<file path="config.mk">
export PLATFORM = sky130hd
export DESIGN_NAME = vga_timing_gen
export DESIGN_NICKNAME = d
export VERILOG_FILES = /design/src/rtl/vga_timing_gen.sv
export SDC_FILE = /design/constraint.sdc
export NUM_CORES = 1
export LEC_CHECK = 0
export CAP_MARGIN = 10
export CORE_MARGIN = 5
export CORE_UTILIZATION = 30
export CTS_CLUSTER_DIAMETER = 100
export CTS_CLUSTER_SIZE = 16
export DETAILED_ROUTE_END_ITERATION = 8
export PLACE_DENSITY = 0.56
export SYNTH_ARGS = -nofsm -noshare
export SYNTH_HDL_FRONTEND = slang
export SYNTH_SLANG_ARGS = --single-unit
</file>
<file path="constraint.sdc">
create_clock -name Clk -period 2.5 [get_ports Clk]
set_input_delay 0.375 -clock Clk [delete_from_list [all_inputs] [get_ports Clk]]
set_output_delay 0.375 -clock Clk [all_outputs]
set_load 0.005 [all_outputs]
</file>
<file path="src/rtl/vga_timing_gen.sv">
// VGA raster timing: pixel clock at Clk/2, column/line counters, active-low syncs,
// blank, and a per-frame pulse and counter. Syncs and blank can be delayed to line up with registered RGB.
module vga_timing_gen #(
  parameter int H_VISIBLE  = 640,
  parameter int H_FP       = 16,
  parameter int H_SYNC     = 96,
  parameter int H_BP       = 48,
  parameter int V_VISIBLE  = 480,
  parameter int V_FP       = 10,
  parameter int V_SYNC     = 2,
  parameter int V_BP       = 33,
  parameter int SYNC_DELAY = 1
) (
  input  logic       Clk,
  input  logic       Reset_n,
  output logic       VGA_Clk,
  output logic       hs,
  output logic       vs,
  output logic       blank,
  output logic [9:0] DrawX,
  output logic [9:0] DrawY,
  output logic       frame_start,
  output logic [7:0] frame_count
);

  localparam int H_TOTAL = H_VISIBLE + H_FP + H_SYNC + H_BP;
  localparam int V_TOTAL = V_VISIBLE + V_FP + V_SYNC + V_BP;

  localparam logic [9:0] H_LAST = 10'(H_TOTAL - 1);
  localparam logic [9:0] V_LAST = 10'(V_TOTAL - 1);
  localparam logic [9:0] H_VIS  = 10'(H_VISIBLE);
  localparam logic [9:0] V_VIS  = 10'(V_VISIBLE);
  localparam logic [9:0] HS_BEG = 10'(H_VISIBLE + H_FP);
  localparam logic [9:0] HS_END = 10'(H_VISIBLE + H_FP + H_SYNC);
  localparam logic [9:0] VS_BEG = 10'(V_VISIBLE + V_FP);
  localparam logic [9:0] VS_END = 10'(V_VISIBLE + V_FP + V_SYNC);

  if (H_TOTAL > 1023 || V_TOTAL > 1023) begin : g_bad_total
    $error("vga_timing_gen: H_TOTAL/V_TOTAL must fit in 10 bits");
  end
  if (SYNC_DELAY < 0 || SYNC_DELAY > 3) begin : g_bad_delay
    $error("vga_timing_gen: SYNC_DELAY must be 0..3");
  end

  typedef struct packed {
    logic hs;
    logic vs;
    logic blank;
  } sync_t;

  localparam sync_t SYNC_IDLE = '{hs: 1'b1, vs: 1'b1, blank: 1'b0};

  logic       pix_en;
  logic [9:0] hc;
  logic [9:0] vc;
  logic [9:0] hc_nxt;
  logic [9:0] vc_nxt;
  logic       h_wrap;
  logic       v_wrap;
  sync_t      raw_nxt;
  sync_t      pipe [SYNC_DELAY+1];

  // Raw sync/blank are decoded from the post-advance position so stage 0 matches DrawX/DrawY.
  always_comb begin
    h_wrap        = (hc == H_LAST);
    v_wrap        = (vc == V_LAST);
    hc_nxt        = h_wrap ? 10'd0 : hc + 10'd1;
    vc_nxt        = vc;
    if (h_wrap) begin
      vc_nxt      = v_wrap ? 10'd0 : vc + 10'd1;
    end
    raw_nxt.hs    = !((hc_nxt >= HS_BEG) && (hc_nxt < HS_END));
    raw_nxt.vs    = !((vc_nxt >= VS_BEG) && (vc_nxt < VS_END));
    raw_nxt.blank = (hc_nxt < H_VIS) && (vc_nxt < V_VIS);
  end

  always_ff @(posedge Clk) begin
    if (!Reset_n) begin
      pix_en      <= 1'b0;
      VGA_Clk     <= 1'b0;
      hc          <= 10'd0;
      vc          <= 10'd0;
      frame_start <= 1'b0;
      frame_count <= 8'd0;
      for (int i = 0; i <= SYNC_DELAY; i++) begin
        pipe[i] <= SYNC_IDLE;
      end
    end else begin
      pix_en      <= ~pix_en;
      VGA_Clk     <= pix_en;
      frame_start <= pix_en && h_wrap && v_wrap;
      if (pix_en) begin
        hc      <= hc_nxt;
        vc      <= vc_nxt;
        pipe[0] <= raw_nxt;
        for (int i = 1; i <= SYNC_DELAY; i++) begin
          pipe[i] <= pipe[i-1];
        end
        if (h_wrap && v_wrap) begin
          frame_count <= frame_count + 8'd1;
        end
      end
    end
  end

  assign hs    = pipe[SYNC_DELAY].hs;
  assign vs    = pipe[SYNC_DELAY].vs;
  assign blank = pipe[SYNC_DELAY].blank;
  assign DrawX = hc;
  assign DrawY = vc;

endmodule

</file>
==> key figures <==
Power and ir drop
  – Peak supply drop: 0.267 mV
  – PwrDens: 433 nW/um^2
  – Leak Pwr: 0.895 nW

Yosys
  – Portion of synthesized cell area occupied by the leading cell type: 31.5%
  – Unique cell type count in the Yosys netlist: 49
  – Number of register bits inferred by synthesis: 37
  – Synth Area per Inst: 8.46 sq um
  – Number of flops mapped to enable cells by yosys: 6
  – Cell taking the most area after synthesis: dfxtp_1
  – Post-Syn Area: 1970 sq um
  – Top area cells in the synthesized netlist: dfxtp_1 (31%), edfxtp_1 (9.1%), nand2_1 (4.4%), xor2_1 (3.6%), a21oi_1 (3.3%)
  – Share of async-settable or async-resettable flops after synthesis: 0%
  – Post-synth top cells: dfxtp_1 (31), nand2_1 (23), nor2_1 (16)
  – Dominant register cell in the synthesized netlist: dfxtp_1
  – Syn_nets: 240
  – Number of warnings issued by yosys: 0
  – Fraction of the yosys area taken by sequential cells: 40.6%
  – Count of mapped cells out of synthesis: 233
  – Most numerous cell in the Yosys netlist: dfxtp_1

Route
  – DR WL/cell: 14.5 um
  – Pre-Repair DR Iteration Count: 4
  – Remaining antenna violation count: 0
  – Residual DRC: 0
  – Met2 wire length: 2340 um
  – Detailed Route Iter0 Violations: 130
  – Top routing layer used: met4
  – Wire length reported by the detailed router: 5120 um
  – Number of vias in the routed layout: 1829
  – Length of routed met3 wiring: 250 um
  – Post-Route M1 WL: 2470 um
  – Vias per std cell: 5.17

Placement
  – Final Wtd Congestion: 0.943
  – Total placed cells including tap cells: 346
  – Post-DP HPWL: 3780 um
  – Port Buf Inserts: 34

Clock tree
  – Clock network latency to the later pin of the worst-skew pair: 290 ps
  – Number of levels in the clock H-tree: 2
  – Longest Clk Path Bufs: 2
  – Total setup buffers inserted after CTS: 0
  – Clock Root Buffer: clkbuf_8
  – Post-cts sizing count: 0
  – Clock sinks: 37
  – CTS tree: built
  – Number of buffers added to fix hold violations after cts: 0
  – Clock Pin Slew Worst Setup and Hold Paths: 70 ps
  – Clock buffers created by TritonCTS: 5

Timing
  – Max-Slew Margin vs Limit: 65.8%
  – Setup clock skew after layout: 4.58 ps
  – Fin Setup TNS: 0 ps
  – Final Hold Fails: 0
  – Number of max-slew violations in the final report: 0
  – Unrepaired setup endpoints after global routing: no
  – Final-report setup violation count: 0
  – Post-layout minimum cycle time: 2350 ps
  – Final period utilization: 94.0%
  – Measured slew at the worst slew-check pin: 509 ps
  – F_max: 426 MHz

Worst hold path
  – Class of the tightest hold or removal check: flip-flop to flip-flop
  – Terminating pin of the worst hold path: pipe[0][5]
  – Hold path depth: 1
  – Worst min-delay path startpoint: pipe[0][2]

Finish
  – Final-stage net count: 283
  – Register Area: 805 sq um
  – Count of inserted antenna diode cells: 0
  – Fraction of final layout cells with drive strength greater than 1: 14.1%
  – Area added between synthesis and finish: 30.2%
  – Filler-free cell count of the finished design: 354
  – Multi-input gate area: 1070 sq um
  – Fill cells: 662

Floorplanning
  – Starting density of the core: 30.9%
  – Total core area: 6390 sq um
  – Number of I/O pins: 35
  – Total number of placement rows: 29
  – Die Span Y: 91.1 um
  – Area enclosed by the die boundary: 8290 sq um
  – Floorplan die width: 91.1 um

Critical path
  – Type of the worst setup path: flip-flop to flip-flop
  – Worst path required time: 2510 ps
  – Depth of the worst register-to-register path: 7
  – RR Endpoint: pipe[0][1]
  – Crit start category: flip-flop
  – Setup slack, reg-to-reg: 150 ps
  – Critical Path End Type: flip-flop
  – Max Fanout on Critical Path: 9
  – Endpoint arrival time on the critical path: 2360 ps
  – Worst reg2reg path startpoint: DrawX[1]

Global routing
  – Largest net degree at the start of global routing: 21
  – Global-route wire length before repair: 8890 um
  – Global-route congestion overflow total: 0
  – Total routing usage reported by global routing: 12.8%
  – Number of global-route vias before repair: 1858
  – Antenna violations before repair: 0

Run
  – Count of maximum capacitance violations: 0

Run status
  – Run status: finished clean
-- through the flow --
step	utilization (%)	setup slack [ps]	power [mW]	hold slack, ps	cell area (sq um)
after CTS	40.1	137	1.13	515	2560
after global placement	38.8	233	0.714	484	2480
final	40.2	151	1.11	508	2570
after floorplan	-	25.5	0.674	482	1990
after detailed placement	38.8	156	0.714	497	2480
after global routing	40.2	5.99	1.16	535	2570
-- report_power, final --
part	internal [mW]	total, mW	switching [mW]
sequential	0.615	0.626	0.0111
combinational	0.0320	0.0743	0.0423
clock	0.193	0.413	0.219
total	0.840	1.11	0.273
-- worst max-delay path, stage by stage (launching register included) --
cell and delay [ps]:
dfxtp_2 390, ha_1 230, nand4_1 150, buf_4 190, or3_2 490, nor4b_1 330
a31o_2 170, o2111ai_1 110
-- cell families (layout without fill, tap and decap cells) --
group	after synthesis	count (layout)	synth area share [%]
compound gates	50	50	16.2
mux	3	3	1.52
buf+inv	26	70	5.77
simple gates	99	99	26.9
flops	37	37	40.6
xor+xnor	13	13	5.77
fa+ha+maj	5	5	3.17
-- cell usage in the layout (no fill, tap or decap), types with 3 or more instances in the layout --
cell	Yosys	final
edfxtp_1	6	6
or2_2	4	4
clkdlybuf4s50_1	0	34
nand3_1	9	9
a211oi_1	3	3
nor2_1	16	16
or3_1	6	6
ha_1	5	5
nor3_1	7	7
mux2i_1	3	3
xnor2_1	5	5
dfxtp_1	31	28
clkbuf_8	0	5
nand4b_1	3	3
and3_1	5	5
nand2_1	23	23
inv_1	9	9
buf_4	0	19
or4_1	4	3
dfxtp_2	0	3
nor4_1	4	3
o21ai_0	13	13
nand4_1	9	9
a21oi_1	13	13
xor2_1	8	8
-- cell type report --
class	instances	share of cell area, %
clock buffer	6	2.83
clock inverter	2	0.390
inverter	9	1.32
multi-input combinational	170	41.6
sequential	37	31.3
tap	77	3.75
timing repair buffer	53	18.8
-- layer usage --
| metal | up-vias | GRT usage [%] |
|---|---|---|
| met5 | - | 0 |
| met4 | 0 | 3.55 |
| met3 | 7 | 3.22 |
| met2 | 42 | 20.7 |
| met1 | 852 | 16.9 |
| li1 | 928 | - |
-- registers in the layout, indices dropped and copies added, names as in the netlist --
register and flops:
DrawX 10, DrawY 10, frame_count 8, pipe 6
VGA_Clk 1, frame_start 1, pix_en 1
-- how the worst max path moves through the flow --
stage	startpoint	to	slack, ps	cells after the start
global route	DrawX[1]	pipe[0][0]	6	6
CTS	DrawX[1]	pipe[0][1]	140	7
finish	DrawX[1]	pipe[0][1]	150	7
global placement	DrawX[1]	pipe[0][1]	230	7
detailed placement	DrawX[1]	pipe[0][1]	160	7
floorplan	DrawX[5]	pipe[0][0]	30	8
(Power assumes the default switching activity.)
